[config.mk]
export PLATFORM = sky130hd
export DESIGN_NAME = barcode_entry_buffer
export DESIGN_NICKNAME = d
export VERILOG_FILES = /design/src/rtl/barcode_entry_buffer_pkg.sv /design/src/rtl/barcode_digit_shifter.sv /design/src/rtl/barcode_entry_buffer.sv
export SDC_FILE = /design/constraint.sdc
export NUM_CORES = 1
export LEC_CHECK = 0
export ABC_AREA = 1
export BUFFER_PORTS_ARGS = -buffer_cell sky130_fd_sc_hd__buf_4
export CORE_MARGIN = 4
export CORE_UTILIZATION = 52
export CTS_CLUSTER_SIZE = 10
export DETAILED_ROUTE_END_ITERATION = 16
export PLACE_DENSITY = 0.71
export SLEW_MARGIN = 40
export SYNTH_ARGS = -nofsm -noshare
export SYNTH_HDL_FRONTEND = slang
export SYNTH_SLANG_ARGS = --single-unit
[constraint.sdc]
create_clock -name CLK -period 4.4 [get_ports CLK]
set_input_delay 0 -clock CLK [delete_from_list [all_inputs] [get_ports CLK]]
set_output_delay 0 -clock CLK [all_outputs]
set_load 0.01 [all_outputs]
[src/rtl/barcode_entry_buffer_pkg.sv]
// Shared definitions for the barcode entry buffer.
//   bcb_state_e : entry FSM state (EMPTY / ENTRY / FULL)
//   BLANK_DIGIT : code held in unused digit positions (blank on a 7-seg decoder)
//   MAX_BCD     : largest legal BCD digit value
package barcode_entry_buffer_pkg;

   typedef enum logic [1:0] {
      ST_EMPTY = 2'd0,
      ST_ENTRY = 2'd1,
      ST_FULL  = 2'd2
   } bcb_state_e;

   localparam logic [3:0] BLANK_DIGIT = 4'hF;
   localparam logic [3:0] MAX_BCD     = 4'd9;

endpackage

[src/rtl/barcode_digit_shifter.sv]
// Bidirectional DIGITS-deep register of 4-bit digits.
// Ports:
//   clk_i     : clock, rising edge
//   rst_i     : synchronous active-high reset, blanks every position
//   blank_i   : blank all positions (highest priority)
//   pop_i     : shift down, digit k+1 -> k, blank enters the top position
//   push_i    : load digit_i into position 0, digit k -> k+1
//   digit_i   : digit loaded by push_i
//   digits_o  : digit k at bits [4k+3:4k]
module barcode_digit_shifter
   import barcode_entry_buffer_pkg::*;
#(
   parameter int DIGITS = 4
) (
   input  logic                clk_i,
   input  logic                rst_i,
   input  logic                blank_i,
   input  logic                pop_i,
   input  logic                push_i,
   input  logic [3:0]          digit_i,
   output logic [4*DIGITS-1:0] digits_o
);

   logic [4*DIGITS-1:0] digits_q, digits_d;

   always_comb begin
      digits_d = digits_q;
      if (blank_i) begin
         digits_d = {DIGITS{BLANK_DIGIT}};
      end else if (pop_i) begin
         digits_d = {BLANK_DIGIT, digits_q[4*DIGITS-1:4]};
      end else if (push_i) begin
         digits_d = {digits_q[4*DIGITS-5:0], digit_i};
      end
   end

   always_ff @(posedge clk_i) begin
      if (rst_i) begin
         digits_q <= {DIGITS{BLANK_DIGIT}};
      end else begin
         digits_q <= digits_d;
      end
   end

   assign digits_o = digits_q;

endmodule

[src/rtl/barcode_entry_buffer.sv]
// Keypad barcode entry buffer: collects BCD digits newest-first, supports
// backspace/clear, flags a complete barcode until acknowledged, and drops
// a stale partial entry after an idle timeout.
// Ports:
//   CLK, RESET      : clock and synchronous active-high reset
//   DIGIT_VALID/IN  : one-cycle digit offer
//   BACKSPACE       : remove newest digit
//   CLEAR           : discard whole entry
//   BARCODE_ACK     : consumer took the complete barcode
//   BARCODE         : digit k at [4k+3:4k], digit 0 newest, blanks = 4'hF
//   DIGIT_COUNT     : digits held
//   BARCODE_VALID   : complete barcode awaiting ACK
//   DIGIT_REJECT    : pulse, offered digit discarded
//   TIMEOUT         : pulse, partial entry discarded by idle timer
//   DEBUG_STATE     : current FSM state
// Same-cycle priority: RESET > CLEAR > BARCODE_ACK > BACKSPACE > DIGIT_VALID.
// A strobe that loses to a higher-priority one is dropped silently.
module barcode_entry_buffer
   import barcode_entry_buffer_pkg::*;
#(
   parameter int DIGITS         = 4,
   parameter int TIMEOUT_CYCLES = 250_000_000
) (
   input  logic                CLK,
   input  logic                RESET,
   input  logic                DIGIT_VALID,
   input  logic [3:0]          DIGIT_IN,
   input  logic                BACKSPACE,
   input  logic                CLEAR,
   input  logic                BARCODE_ACK,
   output logic [4*DIGITS-1:0] BARCODE,
   output logic [3:0]          DIGIT_COUNT,
   output logic                BARCODE_VALID,
   output logic                DIGIT_REJECT,
   output logic                TIMEOUT,
   output bcb_state_e          DEBUG_STATE
);

   // A zero timeout still needs a one-bit counter to keep widths legal.
   localparam int              IDLE_W     = (TIMEOUT_CYCLES > 0) ? $clog2(TIMEOUT_CYCLES + 1) : 1;
   localparam logic [IDLE_W-1:0] IDLE_MAX  = IDLE_W'(TIMEOUT_CYCLES);
   localparam logic [IDLE_W-1:0] IDLE_LAST = IDLE_W'((TIMEOUT_CYCLES > 0) ? TIMEOUT_CYCLES - 1 : 0);
   localparam logic [3:0]      COUNT_FULL = 4'(DIGITS);

   bcb_state_e        state_q, state_d;
   logic [3:0]        count_q, count_d;
   logic [IDLE_W-1:0] idle_q, idle_d;
   logic              reject_q, reject_d;
   logic              timeout_q, timeout_d;
   logic              sh_blank, sh_push, sh_pop;
   logic              acked, digit_ok;

   always_comb begin
      state_d   = state_q;
      count_d   = count_q;
      idle_d    = idle_q;
      reject_d  = 1'b0;
      timeout_d = 1'b0;
      sh_blank  = 1'b0;
      sh_push   = 1'b0;
      sh_pop    = 1'b0;
      acked     = BARCODE_ACK && (state_q == ST_FULL);
      digit_ok  = DIGIT_VALID && (DIGIT_IN <= MAX_BCD) && (state_q != ST_FULL);

      if (CLEAR || acked) begin
         sh_blank = 1'b1;
         state_d  = ST_EMPTY;
         count_d  = 4'd0;
         idle_d   = '0;
      end else if (BACKSPACE) begin
         // In EMPTY backspace does nothing, but it still outranks a digit.
         if (state_q != ST_EMPTY) begin
            sh_pop  = 1'b1;
            count_d = count_q - 4'd1;
            state_d = (count_q == 4'd1) ? ST_EMPTY : ST_ENTRY;
            idle_d  = '0;
         end
      end else begin
         reject_d = DIGIT_VALID && !digit_ok;
         if (digit_ok) begin
            sh_push = 1'b1;
            count_d = count_q + 4'd1;
            state_d = (count_q == COUNT_FULL - 4'd1) ? ST_FULL : ST_ENTRY;
            idle_d  = '0;
         end else if ((state_q == ST_ENTRY) && (TIMEOUT_CYCLES != 0)) begin
            // Fires on the edge where the counter would reach TIMEOUT_CYCLES.
            if (idle_q == IDLE_LAST) begin
               sh_blank  = 1'b1;
               state_d   = ST_EMPTY;
               count_d   = 4'd0;
               idle_d    = '0;
               timeout_d = 1'b1;
            end else if (idle_q != IDLE_MAX) begin
               idle_d = idle_q + 1'b1;
            end
         end
      end
   end

   always_ff @(posedge CLK) begin
      if (RESET) begin
         state_q   <= ST_EMPTY;
         count_q   <= 4'd0;
         idle_q    <= '0;
         reject_q  <= 1'b0;
         timeout_q <= 1'b0;
      end else begin
         state_q   <= state_d;
         count_q   <= count_d;
         idle_q    <= idle_d;
         reject_q  <= reject_d;
         timeout_q <= timeout_d;
      end
   end

   barcode_digit_shifter #(
      .DIGITS (DIGITS)
   ) u_shifter (
      .clk_i    (CLK),
      .rst_i    (RESET),
      .blank_i  (sh_blank),
      .pop_i    (sh_pop),
      .push_i   (sh_push),
      .digit_i  (DIGIT_IN),
      .digits_o (BARCODE)
   );

   assign DIGIT_COUNT   = count_q;
   assign BARCODE_VALID = (state_q == ST_FULL);
   assign DIGIT_REJECT  = reject_q;
   assign TIMEOUT       = timeout_q;
   assign DEBUG_STATE   = state_q;

endmodule

==> impl_metrics.json, run 1 <==
{
  "num_vias": 3949,
  "fin_crit_ns": 2.27,
  "crit_path_end_kind": "flip-flop",
  "cts_tree": "yes",
  "cts_setup_buffers": 0,
  "grt_pass1_wl_um": 16000,
  "relSlewSlack": 0.489,
  "post_drt_wl_per_cell_um": 12.7,
  "max-clock-path-buffers": 2,
  "dpl_worst_slack_ns": 2.16,
  "hold_start": "RESET",
  "tightest_slew_ns": 0.763,
  "dr.first_iter.drc_count": 318,
  "synthArstFlopShare": 0,
  "post_dp_cell_area_mm2": 0.00389,
  "hold_path_class": "in -> reg",
  "nets": 667,
  "multi_input_area_mm2": 0.00218,
  "cts.repair.resized": 0,
  "final.setup.tns_ns": 0,
  "grt_antenna_before_repair": 0,
  "netlist_top_cells_area": "dfxtp_1, nand2_1, nor2_1, inv_1, nand3_1",
  "clkTransAtPathRegs_ns": 0.11,
  "routed_wirelength_um": 9520,
  "holdPathEnd": "DIGIT_COUNT[3]$_SDFFE_PP0P_",
  "vdd_drop_max_mv": 0.154,
  "ys.warnings.count": 0,
  "finClkSkew_ns": 0.00588,
  "hold_viol": 0,
  "ff2ff_setup_slack_ns": 2.13,
  "dieHeight_um": 91.4,
  "rsz0062_at_grt": "no",
  "grt_max_degree": 28,
  "drc": 0,
  "drv_slew": 0,
  "synthToLayoutAreaGrowth_pct": 11.7,
  "die-area_mm2": 0.00835,
  "cts.sinks": 52,
  "r2r_start": "DEBUG_STATE[0]$_SDFFE_PP0P_",
  "clk_latency_ns": 0.31,
  "n_antenna_cell": 0,
  "synth-seq-cells": 52,
  "row_count": 30,
  "crit_fanout": 20,
  "register_area_mm2": 0.00104,
  "setup-violations-final": 0,
  "arrival_ns": 2.45,
  "yosysTopAreaCell": "dfxtp_1",
  "synth_edf_count": 0,
  "min_path_cells": 4,
  "port_buffers": 34,
  "fmax_ghz": 0.440,
  "dp_cells": 736,
  "dp_hpwl_um": 7150,
  "cts_buffers": 5,
  "final_cell_area_mm2": 0.00404,
  "power.density_mw_per_mm2": 227,
  "grt_pass1_vias": 3478,
  "yosys-top-cells-count": "nand2_1, nor2_1, inv_1",
  "initial_utilization": 0.532,
  "required_ns": 4.58,
  "critPathKind": "reg -> reg",
  "htreeDepth": 2,
  "gp_congestion": 1.01,
  "avgSynthCellArea_um2": 5.82,
  "synth_area_mm2": 0.00362,
  "syn-num-nets": 636,
  "avgViaCountPerCell": 5.27,
  "nFillCells": 679,
  "reg2reg_depth": 9,
  "maxCapViolations": 0,
  "syn_inst": 621,
  "ctsRootBufferMaster": "clkbuf_8",
  "layout_setup_ws_ns": 2.13,
  "synth_cell_type_count": 28,
  "overflow": 0,
  "synth-seq-area-share": 0.288,
  "fin_cells": 749,
  "synthFlopType": "dfxtp_1",
  "p_leak_nw": 1.74,
  "yosysMostFrequentCell": "nand2_1",
  "layout-drive-gt1-share": 0.107,
  "final_util": 0.595,
  "coreArea_mm2": 0.00679,
  "outcome": "finished clean",
  "start_kind": "flip-flop",
  "ant_nets": 0,
  "drtPass1Iterations": 5,
  "grt_usage": 0.230,
  "rr_endpoint": "u_shifter.digits_o[11]$_SDFFE_PP1P_",
  "fp.dieW_um": 91.4,
  "ctsHoldBuffers": 5,
  "synth.top_cell.area_share": 0.288,
  "finalCritPeriodShare": 0.516,
  "ios": 35
}
## kinds of logic after synthesis
kind of cell / Yosys count / synth area share
AOI/OAI and AO/OA: 46 / 0.0678
xor gates and xnor gates: 4 / 0.00969
adders and majority gates: 5 / 0.0173
buffers and inverters: 94 / 0.111
DFF: 52 / 0.288
and+or+nand+nor: 420 / 0.506
## final cells by class
cell class,instances,share of cell area
flip-flops and latches,52,0.258
well taps,96,0.0297
clock buffers,5,0.0170
inverters,78,0.0728
clock inverters,3,0.00681
repair buffers,40,0.0774
multi-input cells,475,0.539
## worst max-delay path by stage
stage | start | slack, ns | endpoint
5_1_grt | DEBUG_STATE[0]$_SDFFE_PP0P_ | 1.91 | u_shifter.digits_o[11]$_SDFFE_PP1P_
4_1_cts | DEBUG_STATE[0]$_SDFFE_PP0P_ | 2.14 | u_shifter.digits_o[11]$_SDFFE_PP1P_
2_1_floorplan | idle_q[1]$_SDFFE_PP0P_ | 2.77 | idle_q[10]$_SDFFE_PP0P_
3_3_place_gp | DEBUG_STATE[0]$_SDFFE_PP0P_ | 2.25 | u_shifter.digits_o[0]$_SDFFE_PP1P_
6_report | DEBUG_STATE[0]$_SDFFE_PP0P_ | 2.13 | u_shifter.digits_o[11]$_SDFFE_PP1P_
3_5_place_dp | DEBUG_STATE[0]$_SDFFE_PP0P_ | 2.16 | u_shifter.digits_o[11]$_SDFFE_PP1P_
## sequential cells by signal, indices dropped and copies added, names as in the netlist
signal / flops
u_shifter.digits_o: 16
TIMEOUT: 1
idle_q: 28
DIGIT_COUNT: 4
DIGIT_REJECT: 1
DEBUG_STATE: 2
## where the power goes
| group | switching, W | internal [W] | leakage, nW | total (W) |
|---|---|---|---|---|
| sequential | 0.00000988 | 0.000479 | 0.421 | 0.000489 |
| combinational | 0.0000822 | 0.0000441 | 1.27 | 0.000126 |
| clock | 0.000186 | 0.000117 | 0.0463 | 0.000303 |
## critical path, cell delays in order (launching register included)
cell	delay, ns
dfxtp_1	0.40
inv_2	0.07
nand2_2	0.07
nand2_2	0.06
nor2_4	0.22
nand2_4	0.10
nor2_2	0.55
nor2_1	0.36
a21oi_1	0.24
nand2_1	0.07
## metrics by stage
step,hold WS [ns],power [W]
floorplan,0.111,0.000591
global placement,0.256,0.000620
detailed placement,0.266,0.000621
CTS,0.0324,0.000921
global route,0.0486,0.000960
finish,0.0326,0.000918
## per-layer routing
layer  track usage  routed length (um)
met1         0.319                4530
met2         0.363                4180
met3        0.0373                 637
met4        0.0716                 174
met5             0                   0
## cell usage in the layout (no fill, tap or decap), types with 2 or more instances in the layout
master	instances
a21oi_1	20
buf_4	35
clkbuf_8	5
dfxtp_1	52
dlygate4sd3_1	5
ha_1	5
inv_1	74
inv_2	3
nand2_1	210
nand2_2	7
nand2_4	5
nand3_1	36
nand3_4	2
nand4_1	27
nor2_1	119
nor2_2	5
nor2_4	3
nor3_1	3
nor3b_1	2
o211ai_1	5
o21ai_0	20
xor2_1	3
Note: power is estimated with default switching activity, not from simulation.
==> inputs of run 2 (changes only) <==
Clock period 4.4 ns to 2.09 ns, I/O delays scaled along.
==> run 2 against run 1 <==
Effect of this change: sequential power grew 110%; die area is the same; worst setup slack lost 2.0 ns; clock skew grew 0.0051 ns; design area grew 5.0%; total power grew 110%; fmax grew 17%; largest cell class unchanged.
==> impl_metrics.json, run 2 (synthesis gave the netlist of run 1 again) <==
{
  "critPathKind": "reg -> reg",
  "cts_buffers": 5,
  "p_sw_w": 0.000606,
  "post_drt_wl_per_cell_um": 13.8,
  "die-area_mm2": 0.00835,
  "row_count": 30,
  "p_clk_frac": 0.324,
  "grtUsageMet1": 0.347,
  "final.setup.tns_ns": 0,
  "clkTransAtPathRegs_ns": 0.10,
  "outcome": "finished clean",
  "final_cell_mix": "nand2_1, nor2_1, inv_1",
  "cts.sinks": 52,
  "overflow": 0,
  "hold_viol": 0,
  "max-clock-path-buffers": 2,
  "fp.dieW_um": 91.4,
  "maxCapViolations": 0,
  "clk_latency_ns": 0.32,
  "grt_antenna_before_repair": 0,
  "grt_usage": 0.241,
  "coreArea_mm2": 0.00679,
  "largest_register": "idle_q",
  "routed_wirelength_um": 10600,
  "drv_slew": 0,
  "dp_hpwl_um": 7530,
  "layout-drive-gt1-share": 0.138,
  "p_leak_nw": 1.84,
  "pwr-share-comb": 0.155,
  "gp_congestion": 0.950,
  "p_seq_frac": 0.521,
  "required_ns": 2.34,
  "nFillCells": 703,
  "dr.first_iter.drc_count": 360,
  "vdd_drop_max_mv": 0.310,
  "grt_use_met2": 0.379,
  "port_buffers": 34,
  "grt_pass1_wl_um": 16700,
  "ctsRootBufferMaster": "clkbuf_8",
  "crit_fanout": 6,
  "grt_max_degree": 28,
  "grt.busiest_layer": "met2",
  "avgViaCountPerCell": 5.26,
  "synthToLayoutAreaGrowth_pct": 17.4,
  "power.density_mw_per_mm2": 463,
  "drtPass1Iterations": 5,
  "ant_nets": 0,
  "relSlewSlack": 0.621,
  "tightest_slew_ns": 0.567,
  "dieHeight_um": 91.4,
  "netSwitchingFraction": 0.308,
  "crit_path_end_kind": "flip-flop",
  "final_common_cell": "nand2_1",
  "power.total_w": 0.00197,
  "start_kind": "flip-flop",
  "layout_setup_ws_ns": 0.153,
  "intPower_w": 0.00136,
  "largest_reg_flops": 28,
  "cts_tree": "yes",
  "initial_utilization": 0.532,
  "rsz0062_at_grt": "no",
  "grt_pass1_vias": 3514,
  "met3_usage": 0.0307,
  "num_vias": 4054,
  "fmax_ghz": 0.516,
  "setup-violations-final": 0,
  "drc": 0,
  "finalCritPeriodShare": 0.927,
  "hold_path_class": "in -> reg",
  "nets": 688,
  "arrival_ns": 2.19,
  "htreeDepth": 2,
  "n_antenna_cell": 0,
  "ios": 35,
  "fin_crit_ns": 1.94,
  "finClkSkew_ns": 0.0110,
  "dpl_worst_slack_ns": 0.113
}
-- run 2: cell types whose count changed in the layout (fill, tap and decap cells not counted), moves of 2 or more --
cell     before  now
inv_6         0    2
nor2_1      119  117
nand3_2       0    2
buf_4        35   51
nand3_4       2    4
-- run 2: per-stage QoR --
step | hold WS [ns] | area, um2 | util | cells
finish | 0.0576 | 4250 | 0.625 | 770
global route | 0.0866 | 4250 | 0.625 | 770
CTS | 0.0243 | 4130 | 0.608 | 761
detailed placement | 0.268 | 3990 | 0.587 | 748
global placement | 0.249 | 3990 | 0.587 | 748
floorplan | 0.111 | 3620 | - | 621
-- run 2: critical path: stages (launching register included) --
cell and delay, ns:
dfxtp_1 0.34, inv_1 0.13, ha_1 0.18, nor3b_1 0.22, nand2_1 0.16, nor2_4 0.16, nand3_2 0.23, nand3_2 0.25
nor2_1 0.07, nor2_1 0.14
-- run 2: power groups by stage --
stage / clock network (W) / registers [W] / logic (W)
2_1_floorplan: 0 / 0.00105 / 0.000194
3_3_place_gp: 0 / 0.00105 / 0.000268
3_5_place_dp: 0 / 0.00105 / 0.000273
4_1_cts: 0.000655 / 0.00102 / 0.000281
5_1_grt: 0.000697 / 0.00103 / 0.000337
6_report: 0.000637 / 0.00103 / 0.000304
-- run 2: final cells by class --
cell class	instances	area [um2]	share of cell area
flip-flops and latches	52	1040	0.245
repair buffers	57	443	0.104
inverters	78	294	0.0693
clock inverters	3	25.0	0.00589
well taps	96	120	0.0283
clock buffers	5	68.8	0.0162
multi-input cells	479	2250	0.531
-- run 2: routing by layer --
layer	wire length, um	vias to the layer above	share of wire
met5	0	-	0
met4	157	0	0.015
met3	841	22	0.079
met2	4780	168	0.45
met1	4820	1814	0.45
li1	-	2050	-
-- run 2: what timing repair did --
action	CTS	global route
endpoints found under the setup margin	0	40
buffers inserted	0	4
gates resized for setup	0	7
hold buffers	5	1
endpoints found under the hold margin	5	12
-- run 2: path summary, 6_finish.rpt --
check                                                   startpoint                                 end  slack (ns)  cells past startpoint
worst max-delay path                        idle_q[0]$_SDFFE_PP0P_             idle_q[21]$_SDFFE_PP0P_        0.15                      9
worst min-delay path                                     BACKSPACE              idle_q[6]$_SDFFE_PP0P_        0.06                      4
worst max register to register              idle_q[0]$_SDFFE_PP0P_             idle_q[21]$_SDFFE_PP0P_        0.15                      9
worst min register to register  u_shifter.digits_o[2]$_SDFFE_PP1P_  u_shifter.digits_o[2]$_SDFFE_PP1P_        0.50                      2
